==> src/rtl/key_control.sv <==
// key_control: debounced push-button with short/long press classification
// driving LED on/flash toggles.
module key_control #(
  parameter logic [15:0] DEBOUNCE_TICKS = 16'd20,
  parameter logic [15:0] LONG_TICKS     = 16'd1000
) (
  input  logic       i_clk,
  input  logic       i_rst_n,
  input  logic [7:0] i_divider,
  input  logic       i_key,
  output logic       o_key_level,
  output logic       o_short_press,
  output logic       o_long_press,
  output logic       o_led_on,
  output logic       o_led_flash
);
  localparam logic [1:0] IDLE      = 2'd0;
  localparam logic [1:0] PRESSED   = 2'd1;
  localparam logic [1:0] LONG_HELD = 2'd2;
  logic        key_meta;
  logic        key_sync;
  logic [7:0]  pre_cnt;
  logic        tick;
  logic [15:0] deb_cnt;
  logic [15:0] hold_cnt;
  logic [1:0]  state;
  // >= rather than == so a lowered divider wraps on the next clock
  assign tick = pre_cnt >= i_divider;
  always_ff @(posedge i_clk or negedge i_rst_n) begin
    if (!i_rst_n) begin
      key_meta <= 1'b0;
      key_sync <= 1'b0;
      pre_cnt  <= '0;
    end else begin
      key_meta <= ~i_key;
      key_sync <= key_meta;
      pre_cnt  <= tick ? '0 : pre_cnt + 8'd1;
    end
  end
  always_ff @(posedge i_clk or negedge i_rst_n) begin
    if (!i_rst_n) begin
      deb_cnt     <= '0;
      o_key_level <= 1'b0;
    end else if (key_sync == o_key_level) begin
      deb_cnt <= '0;
    end else if (tick) begin
      if (deb_cnt == DEBOUNCE_TICKS - 16'd1) begin
        o_key_level <= key_sync;
        deb_cnt     <= '0;
      end else begin
        deb_cnt <= deb_cnt + 16'd1;
      end
    end
  end
  // long threshold is tested before release so a coincident release yields only the long pulse
  always_ff @(posedge i_clk or negedge i_rst_n) begin
    if (!i_rst_n) begin
      state         <= IDLE;
      hold_cnt      <= '0;
      o_short_press <= 1'b0;
      o_long_press  <= 1'b0;
      o_led_on      <= 1'b0;
      o_led_flash   <= 1'b0;
    end else begin
      o_short_press <= 1'b0;
      o_long_press  <= 1'b0;
      case (state)
        IDLE: if (o_key_level) begin
          state    <= PRESSED;
          hold_cnt <= '0;
        end
        PRESSED: if (tick && hold_cnt == LONG_TICKS - 16'd1) begin
          state        <= LONG_HELD;
          o_long_press <= 1'b1;
          o_led_flash  <= ~o_led_flash;
        end else if (!o_key_level) begin
          state         <= IDLE;
          o_short_press <= 1'b1;
          o_led_on      <= ~o_led_on;
        end else if (tick) begin
          hold_cnt <= hold_cnt + 16'd1;
        end
        LONG_HELD: if (!o_key_level) state <= IDLE;
        default: state <= IDLE;
      endcase
    end
  end
endmodule

==> config.mk <==
export PLATFORM = sky130hd
export DESIGN_NAME = key_control
export DESIGN_NICKNAME = d
export VERILOG_FILES = /design/src/rtl/key_control.sv
export SDC_FILE = /design/constraint.sdc
export NUM_CORES = 1
export LEC_CHECK = 0
export BUFFER_PORTS_ARGS = -buffer_cell sky130_fd_sc_hd__buf_2
export CAP_MARGIN = 20
export CORE_UTILIZATION = 50
export CTS_CLUSTER_DIAMETER = 50
export CTS_CLUSTER_SIZE = 16
export DETAILED_ROUTE_END_ITERATION = 6
export GPL_ROUTABILITY_DRIVEN = 0
export GPL_TIMING_DRIVEN = 0
export MAX_ROUTING_LAYER = met4
export PLACE_DENSITY = 0.74
export SLEW_MARGIN = 10
export SYNTH_ARGS = -nofsm -noshare
export SYNTH_HDL_FRONTEND = slang
export SYNTH_SLANG_ARGS = --single-unit
==> constraint.sdc <==
create_clock -name i_clk -period 2.3 [get_ports i_clk]
set_clock_uncertainty 0.05 [all_clocks]
set_input_delay 0.115 -clock i_clk [delete_from_list [all_inputs] [get_ports i_clk]]
set_output_delay 0.115 -clock i_clk [all_outputs]
set_load 0.02 [all_outputs]
# After elaboration in Yosys (flattened, before gate mapping)
# Cells that the tools add are included.
[word_totals]
memories = 0
latchBits = 0
ramBits = 0
input_bits = 11
elab_cells = 56
output_inout_bits = 5
romBits = 0
register_bits = 49
[op_classes]
n_mux = 18
n_addsub = 3
n_eq_ne = 9
n_shift = 0
n_bitwise = 6
reduce_logical = 8
n_lt_le_gt_ge = 1
mul = 0
div_mod_pow = 0
[op_table]
columns = ["op", "n"]
rows = [
  ["two-way mux 16 bit", 7],
  ["adder 16 x 1 -> 16 bit, second input constant", 2],
  ["case mux 16 bit (2 select lines)", 1],
  ["== test 16 x 10 -> 1 bit, second input constant", 1],
  ["== test 16 x 5 -> 1 bit, second input constant", 1],
  ["adder 8 x 1 -> 8 bit, second input constant", 1],
  [">= comparator 8 bit", 1],
  ["two-way mux 8 bit", 1],
  ["!= test 2 bit, second input constant", 4],
  ["two-way mux 2 bit", 3],
  ["NOT 1 bit", 6],
  ["case mux 2 bit (3 select lines)", 1],
  ["AND reduction 3 bit", 2],
  ["two-way mux 1 bit", 5],
  ["AND reduction 5 bit", 1],
  ["nonzero test 2 bit", 2],
  ["== test 2 x 1 -> 1 bit, second input constant", 1],
  ["== test 2 bit, second input constant", 1],
  ["zero test 2 bit", 1],
  ["AND reduction 2 bit", 1],
  ["== test 1 bit", 1],
  ["logical AND 1 bit", 1],
]

# Longest topological paths before layout
# Gate-level depths: netlist of run 1.
[depth]
ltp_word = 5
mapped_depth = 9
depth_no_buf = 8

# Worst setup path after synthesis of run 1
# Ideal clock, no wire load.
[synth_path]
kind = "reg-to-reg"
from = "register pre_cnt[5]"
to = "register deb_cnt[11]"
period_less_slack_ps = 2261
path_slack_ps = 39
setup_ps = 95
n_path_buf = 1
t_arrival_ps = 2116
path_stages_with_launch = 9
t_required_ps = 2155
cell_sequence = "dfrtp_1 > ha_1 > a21o_1 > a221oi_1 > o21ai_1 > clkbuf_1 > nor2_1 > o21ai_0 > o31ai_1"
[synth_between]
elab_chain_len = 2
[synth_lines]
columns = ["element", "line_no", "rtl"]
rows = [
  ["start, declared", "22", "logic [7:0] pre_cnt;"],
  ["start signal, assigned", "37", "pre_cnt <= tick ? '0 : pre_cnt + 8'd1;"],
  [">= comparator 8 bit", "28", "assign tick = pre_cnt >= i_divider;"],
  ["nonzero test 2 bit (no line)", "-", ""],
  ["end signal, assigned", "51", "deb_cnt <= deb_cnt + 16'd1;"],
  ["end, declared", "24", "logic [15:0] deb_cnt;"],
]
# No other way between the ends.
# A chain may end at the register's enable or synchronous reset.

# Worst setup path in the final report of run 1
[layout_path]
from = "register hold_cnt[11]"
to = "register hold_cnt[14]"
[layout_between]
elab_chain_len = 5
word_cells_on_any_way = 9
cone_classes = "add/sub (1); eq/ne (2); mux (4); reduce/logical (2)"
[layout_lines]
columns = ["element", "line_no", "rtl"]
rows = [
  ["start, declared", "25", "logic [15:0] hold_cnt;"],
  ["start signal, assigned", "81", "hold_cnt <= hold_cnt + 16'd1;"],
  ["adder 16 x 1 -> 16 bit", "81", ""],
  ["two-way mux 16 bit", "80", "end else if (tick) begin"],
  ["two-way mux 16 bit", "76", "end else if (!o_key_level) begin"],
  ["two-way mux 16 bit", "72", "PRESSED: if (tick && hold_cnt == LONG_TICKS - 16'd1) begin"],
  ["case mux 16 bit (2 select lines)", "67", "case (state)"],
]
# Several ways; a longest one is shown, not always the timed one. The select of a mux whose other input is x is not followed.

==> results of run 1 <==
## Yosys cell counts, drive strengths merged (4+ instances only)
library cell / instances / area (sq um)
ha: 11 / 138
xnor2: 5 / 43.8
o31ai: 7 / 52.6
dfrtp: 49 / 1230
and3: 6 / 37.5
xor2: 6 / 52.6
a21oi: 11 / 66.3
nor2b: 4 / 32.5
nand3: 17 / 85.1
nand2b: 6 / 37.5
o21ai: 31 / 155
or4: 4 / 33.8
a31oi: 5 / 31.3
nor4: 4 / 25.0
nor3: 9 / 45.0
nand2: 25 / 93.8
nor2: 31 / 116
inv: 12 / 45.0
nand4: 7 / 43.8
and2: 7 / 43.8
## worst reg2reg max path, cell delays in order (launching register included)
cell and delay, ns:
dfrtp_1 0.44, or4_1 0.52, or4_4 0.53, nor2b_4 0.15, a21oi_4 0.18, buf_6 0.16, o21ai_1 0.09, o41ai_2 0.06
## cell families (layout without fill, tap and decap cells)
logic type | count (synthesis) | in the layout | share of synthesized area, %
and+or+nand+nor | 127 | 128 | 24.6
DFF | 49 | 49 | 46.7
xor gates and xnor gates | 11 | 11 | 3.67
adders and majority gates | 11 | 11 | 5.24
buffers and inverters | 18 | 53 | 2.96
muxes | 1 | 1 | 0.429
AOI/OAI and AO/OA | 69 | 69 | 16.4
## final timing paths
path / end / start / cells after the start / slack [ns]
worst max-delay path: hold_cnt[14]$_DFFE_PN0P_ / hold_cnt[11]$_DFFE_PN0P_ / 7 / 0.02
worst min-delay path: hold_cnt[14]$_DFFE_PN0P_ / i_rst_n / 2 / 0.31
worst max register to register: hold_cnt[14]$_DFFE_PN0P_ / hold_cnt[11]$_DFFE_PN0P_ / 7 / 0.02
worst min register to register: key_sync$_DFF_PN0_ / key_meta$_DFF_PN0_ / 0 / 0.32
max in group asynchronous: pre_cnt[2]$_DFF_PN0_ / i_rst_n / 2 / 1.46
min in group i_clk: key_sync$_DFF_PN0_ / key_meta$_DFF_PN0_ / 0 / 0.32
## repair_timing
action                                  4_1_cts  5_1_grt
pin swaps                                     2        4
setup buffers                                 5        4
endpoints found under the setup margin       38       34
hold buffers                                  2        0
gates resized for setup                      14       18
cloned                                        1        2
endpoints found under the hold margin        50        0
## where the power goes
| group | internal, uW | total, uW | switching (uW) |
|---|---|---|---|
| sequential | 931 | 1020 | 85.4 |
| clock | 432 | 721 | 289 |
| combinational | 227 | 505 | 279 |
## registers in the layout (all words and copies together) (netlist names), 2 cells and up
name      cells
deb_cnt      16
hold_cnt     16
pre_cnt       8
state         2
## metrics by stage
| step | total power [uW] | area (sq um) |
|---|---|---|
| floorplan | 1290 | 2630 |
| global placement | 1400 | 2790 |
| detailed placement | 1420 | 2790 |
| CTS | 2200 | 3030 |
| global route | 2390 | 3150 |
| finish | 2240 | 3150 |
## per-layer routing
layer / share of wire (%) / vias up / global-route usage [%]
li1: - / 1098 / -
met1: 48 / 1097 / 31.8
met2: 46 / 68 / 35.5
met3: 5.1 / 6 / 5.69
met4: 1.1 / 0 / 6.92
met5: 0 / - / -
## area by class of cell
class / instances / share of cell area [%]
buffer: 5 / 1.31
clock buffer: 5 / 2.18
clock inverter: 3 / 2.06
inverter: 12 / 1.43
multi-input combinational: 220 / 45.8
sequential: 49 / 38.9
tap: 70 / 2.78
timing repair buffer: 28 / 5.55
==> impl_metrics.env, run 1 <==
export IMPL_drt_pass1_iter_count=4
export IMPL_cts_sinks=49
export IMPL_setup_viol=0
export IMPL_relSlewSlack_pct=54.2
export IMPL_syn_inst=286
export IMPL_layout_common_cells="dfrtp_1, nor2_1, nand2_1, o21ai_0, nand3_1"
export IMPL_grt_total_usage_pct=23.6
export IMPL_io_buffers=15
export IMPL_worstPathMaxFanout=5
export IMPL_power_density_nw_per_um2=711
export IMPL_synth_cell_types=43
export IMPL_timing_hold_ws_ns=0.313
export IMPL_synth_fp_nets=308
export IMPL_status="finished, final reports clean"
export IMPL_clock_latency_ns=0.31
export IMPL_report_final_slew_viol_count=0
export IMPL_cp_buffers_inverters=1
export IMPL_critPathCaptureType="flip-flop"
export IMPL_final_util_pct=62.2
export IMPL_cts_made_buffers=5
export IMPL_htreeDepth=2
export IMPL_rsz0062_at_grt="true"
export IMPL_vdd_drop_max_mv=0.403
export IMPL_drt_drc_violations_left=0
export IMPL_grt_max_degree=50
export IMPL_hold_viol_final=0
export IMPL_worst_slack_ns=0.0199
export IMPL_synth_edf_count=0
export IMPL_grt_antenna_before_repair=0
export IMPL_ys_seq_elements=49
export IMPL_pin_count=16
export IMPL_seq_area_sq_um=1230
export IMPL_required_ns=2.45
export IMPL_die_area_sq_um=5540
export IMPL_cp_start_kind="flip-flop"
export IMPL_initial_core_util_pct=51.7
export IMPL_grt_pass1_wl_um=9620
export IMPL_ys_seq_area_share_pct=46.7
export IMPL_num_vias=2269
export IMPL_tightestPinTransition_ns=0.681
export IMPL_tns_ns=0
export IMPL_worst_path_max_delay_cell="or4_4"
export IMPL_ant_nets=0
export IMPL_worst_hold_path_type="in -> async"
export IMPL_final_fill_count=464
export IMPL_dp_slack_ns=-0.497
export IMPL_period_needed_ns=2.28
export IMPL_drive_above_1_share_pct=20.2
export IMPL_drt_wirelength_per_cell_um=14.4
export IMPL_dpl_hpwl_um=3770
export IMPL_grt_pass1_vias=2098
export IMPL_slowest_delay_ns=0.53
export IMPL_cts_root_buf="clkbuf_8"
export IMPL_multi_input_area_sq_um=1440
export IMPL_netlist_area_sq_um=2630
export IMPL_core_sq_um=5070
export IMPL_drt_wl_total_um=5660
export IMPL_final_common_cell="dfrtp_1"
export IMPL_ys_warn_count=0
export IMPL_min_period_over_period_pct=99.1
export IMPL_cts_clk_slew_worst_paths_ns=0.09
export IMPL_num_rows=26
export IMPL_fmax_ghz=0.439
export IMPL_die_height_um=74.5
export IMPL_cap_violations=0
export IMPL_async_flop_share_pct=100
export IMPL_critPathTopFamily="simple AND/OR/NAND/NOR gates"
export IMPL_synth_main_ff_cell="dfrtp_1"
export IMPL_crit_arrival_ns=2.43
export IMPL_via_per_inst=5.79
export IMPL_syn_to_final_growth_pct=20.2
export IMPL_drt_initial_drc_count=177
export IMPL_clockBufferDepth=2
export IMPL_dpl_cell_count=371
export IMPL_p_leak_uw=0.00144
export IMPL_grt_overflow=0
export IMPL_antenna_cells=0
export IMPL_nets=343
export IMPL_synth_area_per_cell_sq_um=9.18
export IMPL_path_cells="or4_1, or4_4, nor2b_4, a21oi_4, buf_6, o21ai_1, o41ai_2"
export IMPL_die_width_um=74.5
export IMPL_stdcell_count=392
export IMPL_critical_path_class="reg -> reg"
export IMPL_cts_tree="done"
Note: power is estimated with default switching activity, not from simulation.
==> inputs of run 2 (changes only) <==
- CORE_MARGIN: default -> 2
==> impl_metrics.env, run 2 (synthesized netlist as in run 1, its figures left out) <==
export IMPL_status="finished with violations"
export IMPL_violations="negative setup slack"
export IMPL_critical_path_class="reg -> reg"
export IMPL_p_clk_share_pct=25.3
export IMPL_worst_slack_ns=-0.0175
export IMPL_cts_made_buffers=5
export IMPL_drt_pass1_iter_count=4
export IMPL_cts_sinks=49
export IMPL_io_buffers=15
export IMPL_cp_start_kind="flip-flop"
export IMPL_drt_wl_total_um=5960
export IMPL_grt_max_degree=50
export IMPL_p_leak_uw=0.00144
export IMPL_setup_viol=4
export IMPL_dpl_hpwl_um=3760
export IMPL_core_sq_um=5070
export IMPL_worstPathMaxFanout=5
export IMPL_htreeDepth=2
export IMPL_syn_to_final_growth_pct=21.3
export IMPL_p_comb_share_pct=26.3
export IMPL_rsz0062_at_grt="true"
export IMPL_dpl_cell_count=371
export IMPL_required_ns=2.45
export IMPL_drt_drc_violations_left=0
export IMPL_antenna_cells=0
export IMPL_cts_root_buf="clkbuf_8"
export IMPL_clock_latency_ns=0.30
export IMPL_via_per_inst=5.74
export IMPL_ant_nets=0
export IMPL_worst_hold_path_type="in -> async"
export IMPL_num_rows=26
export IMPL_drt_initial_drc_count=208
export IMPL_final_common_cell="dfrtp_1"
export IMPL_grt_overflow=0
export IMPL_internal_power_uw=1400
export IMPL_tightestPinTransition_ns=0.687
export IMPL_power_density_nw_per_um2=656
export IMPL_die_height_um=76.5
export IMPL_reg2regPathDepth=7
export IMPL_crit_arrival_ns=2.47
export IMPL_hold_viol_final=0
export IMPL_nets=347
export IMPL_dp_slack_ns=-0.559
export IMPL_grt_total_usage_pct=20.7
export IMPL_cts_tree="done"
export IMPL_report_final_slew_viol_count=0
export IMPL_p_sw_share_pct=32.9
export IMPL_fmax_ghz=0.432
export IMPL_period_needed_ns=2.32
export IMPL_initial_core_util_pct=51.7
export IMPL_grt_pass1_wl_um=9500
export IMPL_grt_antenna_before_repair=0
export IMPL_cts_clk_slew_worst_paths_ns=0.10
export IMPL_p_sw_uw=686
export IMPL_die_width_um=76.5
export IMPL_grt_pass1_vias=2108
export IMPL_min_period_over_period_pct=101
export IMPL_layout_common_cells="dfrtp_1, nor2_1, nand2_1, nand3_1, buf_2"
export IMPL_die_area_sq_um=5850
export IMPL_cap_violations=0
export IMPL_pin_count=16
export IMPL_stdcell_count=396
export IMPL_wl_met2_um=2810
export IMPL_drt_wirelength_per_cell_um=15.1
export IMPL_clockBufferDepth=2
export IMPL_num_vias=2274
export IMPL_pwr_share_seq_pct=48.4
export IMPL_largest_registers="deb_cnt x16, hold_cnt x16, pre_cnt x8"
export IMPL_met1_length_um=2740
export IMPL_highest_layer="met4"
export IMPL_drive_above_1_share_pct=22.7
export IMPL_wl_met3_um=340
export IMPL_critPathCaptureType="flip-flop"
export IMPL_relSlewSlack_pct=53.8
export IMPL_vdd_drop_max_mv=0.394
-- run 2: metrics by stage --
stage | hold WS, ns | total power [uW] | util (%) | TNS (ns) | cell area (sq um)
floorplan | -0.231 | 1290 | - | 0 | 2630
global placement | 0.209 | 1390 | 54.9 | -7.56 | 2790
detailed placement | 0.218 | 1420 | 54.9 | -9.70 | 2790
CTS | 0.319 | 1990 | 58.6 | 0 | 2970
global route | 0.325 | 2220 | 62.7 | -0.680 | 3180
finish | 0.276 | 2090 | 62.7 | -0.0334 | 3180
-- run 2: repair_timing --
action	4_1_cts	5_1_grt
endpoints found under the setup margin	38	33
resized for setup	13	32
cloned	1	1
hold buffers	2	0
buffers inserted	3	10
pin swaps	2	13
endpoints found under the hold margin	40	0
-- run 2: final timing paths --
check	startpoint	to	slack, ns
min reg2reg	key_meta$_DFF_PN0_	key_sync$_DFF_PN0_	0.31
max in group asynchronous	i_rst_n	pre_cnt[2]$_DFF_PN0_	1.39
min in group i_clk	key_meta$_DFF_PN0_	key_sync$_DFF_PN0_	0.31
max	hold_cnt[4]$_DFFE_PN0P_	hold_cnt[14]$_DFFE_PN0P_	-0.02
min	i_rst_n	key_meta$_DFF_PN0_	0.28
max reg2reg	hold_cnt[4]$_DFFE_PN0P_	hold_cnt[14]$_DFFE_PN0P_	-0.02
-- run 2: worst max-delay path, stage by stage (launching register included) --
cell,delay [ns]
dfrtp_1,0.41
or4_1,0.55
or4_4,0.56
nor2b_4,0.16
a21oi_4,0.21
buf_6,0.17
o21ai_2,0.06
o41ai_2,0.05
-- run 2: final cells by class --
class                   count  area (sq um)
plain buffers               5          41.3
clock buffers               5          68.8
clock inverters             3          25.0
fillers                   449          1890
inverters                  12          45.0
multi-input cells         219          1460
flip-flops and latches     49          1230
well taps                  70          87.6
repair buffers             33           233
-- run 2: metal layers --
metal,vias up,GRT usage (%)
met2,70,31.9
met1,1089,27.7
met5,-,-
li1,1108,-
met4,0,7.27
met3,7,3.55
-- run 2: power groups by stage --
stage               sequential [uW]  combinational [uW]  clock [uW]
floorplan                      1010                 285           0
global placement               1020                 371           0
CTS                            1010                 439         544
global route                   1020                 618         583
finish                         1010                 550         528
detailed placement             1020                 393           0
==> inputs of run 3 (changes only) <==
- CORE_UTILIZATION: 50 -> 54
- PLACE_DENSITY: 0.74 -> 0.79
- SKIP_LAST_GASP: default -> 1
==> impl_metrics.env, run 3 (synthesized netlist as in run 1, its figures left out) <==
export IMPL_largest_registers="deb_cnt x16, hold_cnt x16, pre_cnt x8"
export IMPL_cts_sinks=49
export IMPL_internal_power_uw=1330
export IMPL_cts_made_buffers=5
export IMPL_die_area_sq_um=5430
export IMPL_pwr_share_seq_pct=52.1
export IMPL_drt_drc_violations_left=0
export IMPL_num_vias=2260
export IMPL_status="finished with violations"
export IMPL_io_buffers=15
export IMPL_final_fill_count=376
export IMPL_ant_nets=0
export IMPL_drt_pass1_iter_count=5
export IMPL_fmax_ghz=0.430
export IMPL_die_height_um=73.7
export IMPL_cts_root_buf="clkbuf_8"
export IMPL_drt_wl_total_um=5490
export IMPL_core_sq_um=4690
export IMPL_p_clk_share_pct=24.4
export IMPL_grt_pass1_vias=2017
export IMPL_cp_start_kind="flip-flop"
export IMPL_p_comb_share_pct=23.5
export IMPL_tns_ns=-0.0678
export IMPL_grt_pass1_wl_um=9200
export IMPL_syn_to_final_growth_pct=14.9
export IMPL_clock_latency_ns=0.31
export IMPL_via_per_inst=6.11
export IMPL_worstPathMaxFanout=5
export IMPL_critical_path_class="reg -> reg"
export IMPL_grt_antenna_before_repair=0
export IMPL_worst_hold_path_type="in -> async"
export IMPL_rsz0062_at_grt="true"
export IMPL_grt_overflow=0
export IMPL_violations="negative setup slack"
export IMPL_grt_max_degree=50
export IMPL_vdd_drop_max_mv=0.404
export IMPL_p_leak_uw=0.00137
export IMPL_period_needed_ns=2.32
export IMPL_power_density_nw_per_um2=644
export IMPL_multi_input_area_sq_um=1400
export IMPL_clockBufferDepth=2
export IMPL_cap_violations=0
export IMPL_setup_viol=4
export IMPL_grt_total_usage_pct=22.5
export IMPL_seq_area_sq_um=1230
export IMPL_htreeDepth=2
export IMPL_antenna_cells=0
export IMPL_stdcell_count=370
export IMPL_pin_count=16
export IMPL_worst_slack_ns=-0.0247
export IMPL_p_sw_uw=613
export IMPL_die_width_um=73.7
export IMPL_report_final_slew_viol_count=0
export IMPL_tightestPinTransition_ns=0.717
export IMPL_dpl_cell_count=355
export IMPL_min_period_over_period_pct=101
export IMPL_drt_initial_drc_count=287
export IMPL_crit_arrival_ns=2.48
export IMPL_dpl_hpwl_um=3710
export IMPL_cts_clk_slew_worst_paths_ns=0.09
export IMPL_num_rows=25
export IMPL_nets=339
export IMPL_drive_above_1_share_pct=17.7
export IMPL_critPathCaptureType="flip-flop"
export IMPL_timing_hold_ws_ns=0.201
export IMPL_drt_wirelength_per_cell_um=14.8
export IMPL_hold_viol_final=0
export IMPL_relSlewSlack_pct=51.8
export IMPL_p_sw_share_pct=31.6
export IMPL_cts_tree="done"
export IMPL_initial_core_util_pct=55.9
export IMPL_layout_common_cells="dfrtp_1, nor2_1, nand2_1, o21ai_0, nand3_1"
export IMPL_required_ns=2.45
export IMPL_final_common_cell="dfrtp_1"
run 3: changes by cell type in the layout (fill, tap and decap cells not counted), moves of 2 or more:
cell | previous run | this run
o21ai_0 | 14 | 22
o21ai_1 | 9 | 5
buf_6 | 4 | 2
inv_6 | 2 | 0
buf_4 | 13 | 6
o21ai_2 | 8 | 4
run 3: area by class of cell:
| cell class | instances | share of cell area, % |
|---|---|---|
| Sequential cell | 49 | 40.7 |
| Inverter | 12 | 1.49 |
| Multi-Input combinational cell | 220 | 46.5 |
| Clock buffer | 5 | 2.28 |
| Clock inverter | 1 | 0.166 |
| Tap cell | 54 | 2.24 |
| Timing Repair Buffer | 24 | 5.44 |
| Buffer | 5 | 1.24 |
run 3: what timing repair did:
action / 4_1_cts / 5_1_grt
gates cloned: 1 / 1
endpoints found under the hold margin: 50 / 0
pin swaps: 2 / 2
hold buffers: 2 / 0
gates resized for setup: 14 / 10
buffers inserted: 2 / 3
setup endpoints to repair: 38 / 27
run 3: power groups by stage:
stage / logic (uW) / registers [uW] / clock network, uW
4_1_cts: 444 / 1010 / 482
2_1_floorplan: 285 / 1010 / 0
3_5_place_dp: 386 / 1030 / 0
5_1_grt: 529 / 1020 / 514
3_3_place_gp: 369 / 1020 / 0
6_report: 457 / 1010 / 474
run 3: through the flow:
stage | instance area [sq um] | setup WS (ns) | power [uW] | util (%)
floorplan | 2630 | 0.0391 | 1290 | -
global placement | 2770 | -0.492 | 1390 | 59.0
detailed placement | 2770 | -0.542 | 1410 | 59.0
CTS | 2920 | 0.00418 | 1940 | 62.3
global route | 3020 | -0.0957 | 2070 | 64.3
finish | 3020 | -0.0247 | 1940 | 64.3
run 3: final timing paths:
kind	to	slack, ns	startpoint	cells past startpoint
setup / recovery	hold_cnt[14]$_DFFE_PN0P_	-0.02	hold_cnt[3]$_DFFE_PN0P_	7
hold / removal	hold_cnt[8]$_DFFE_PN0P_	0.20	i_rst_n	2
setup reg to reg	hold_cnt[14]$_DFFE_PN0P_	-0.02	hold_cnt[3]$_DFFE_PN0P_	7
hold reg to reg	key_sync$_DFF_PN0_	0.30	key_meta$_DFF_PN0_	0
max in group asynchronous	deb_cnt[7]$_DFFE_PN0P_	1.49	i_rst_n	3
min in group i_clk	key_sync$_DFF_PN0_	0.30	key_meta$_DFF_PN0_	0
run 3: worst max-delay path: stages (launching register included):
cell     delay (ns)
dfrtp_1        0.45
or4_1          0.53
or4_4          0.57
nor2b_4        0.16
a21oi_4        0.18
buf_6          0.16
o21ai_2        0.06
o41ai_1        0.06
run 3: layer usage:
metal | track usage (%) | wire [um] | vias to the layer above
met4 | 6.26 | 93 | 0
met1 | 30.0 | 2520 | 1073
met5 | - | 0 | -
met2 | 34.1 | 2550 | 82
li1 | - | - | 1091
met3 | 5.76 | 330 | 14
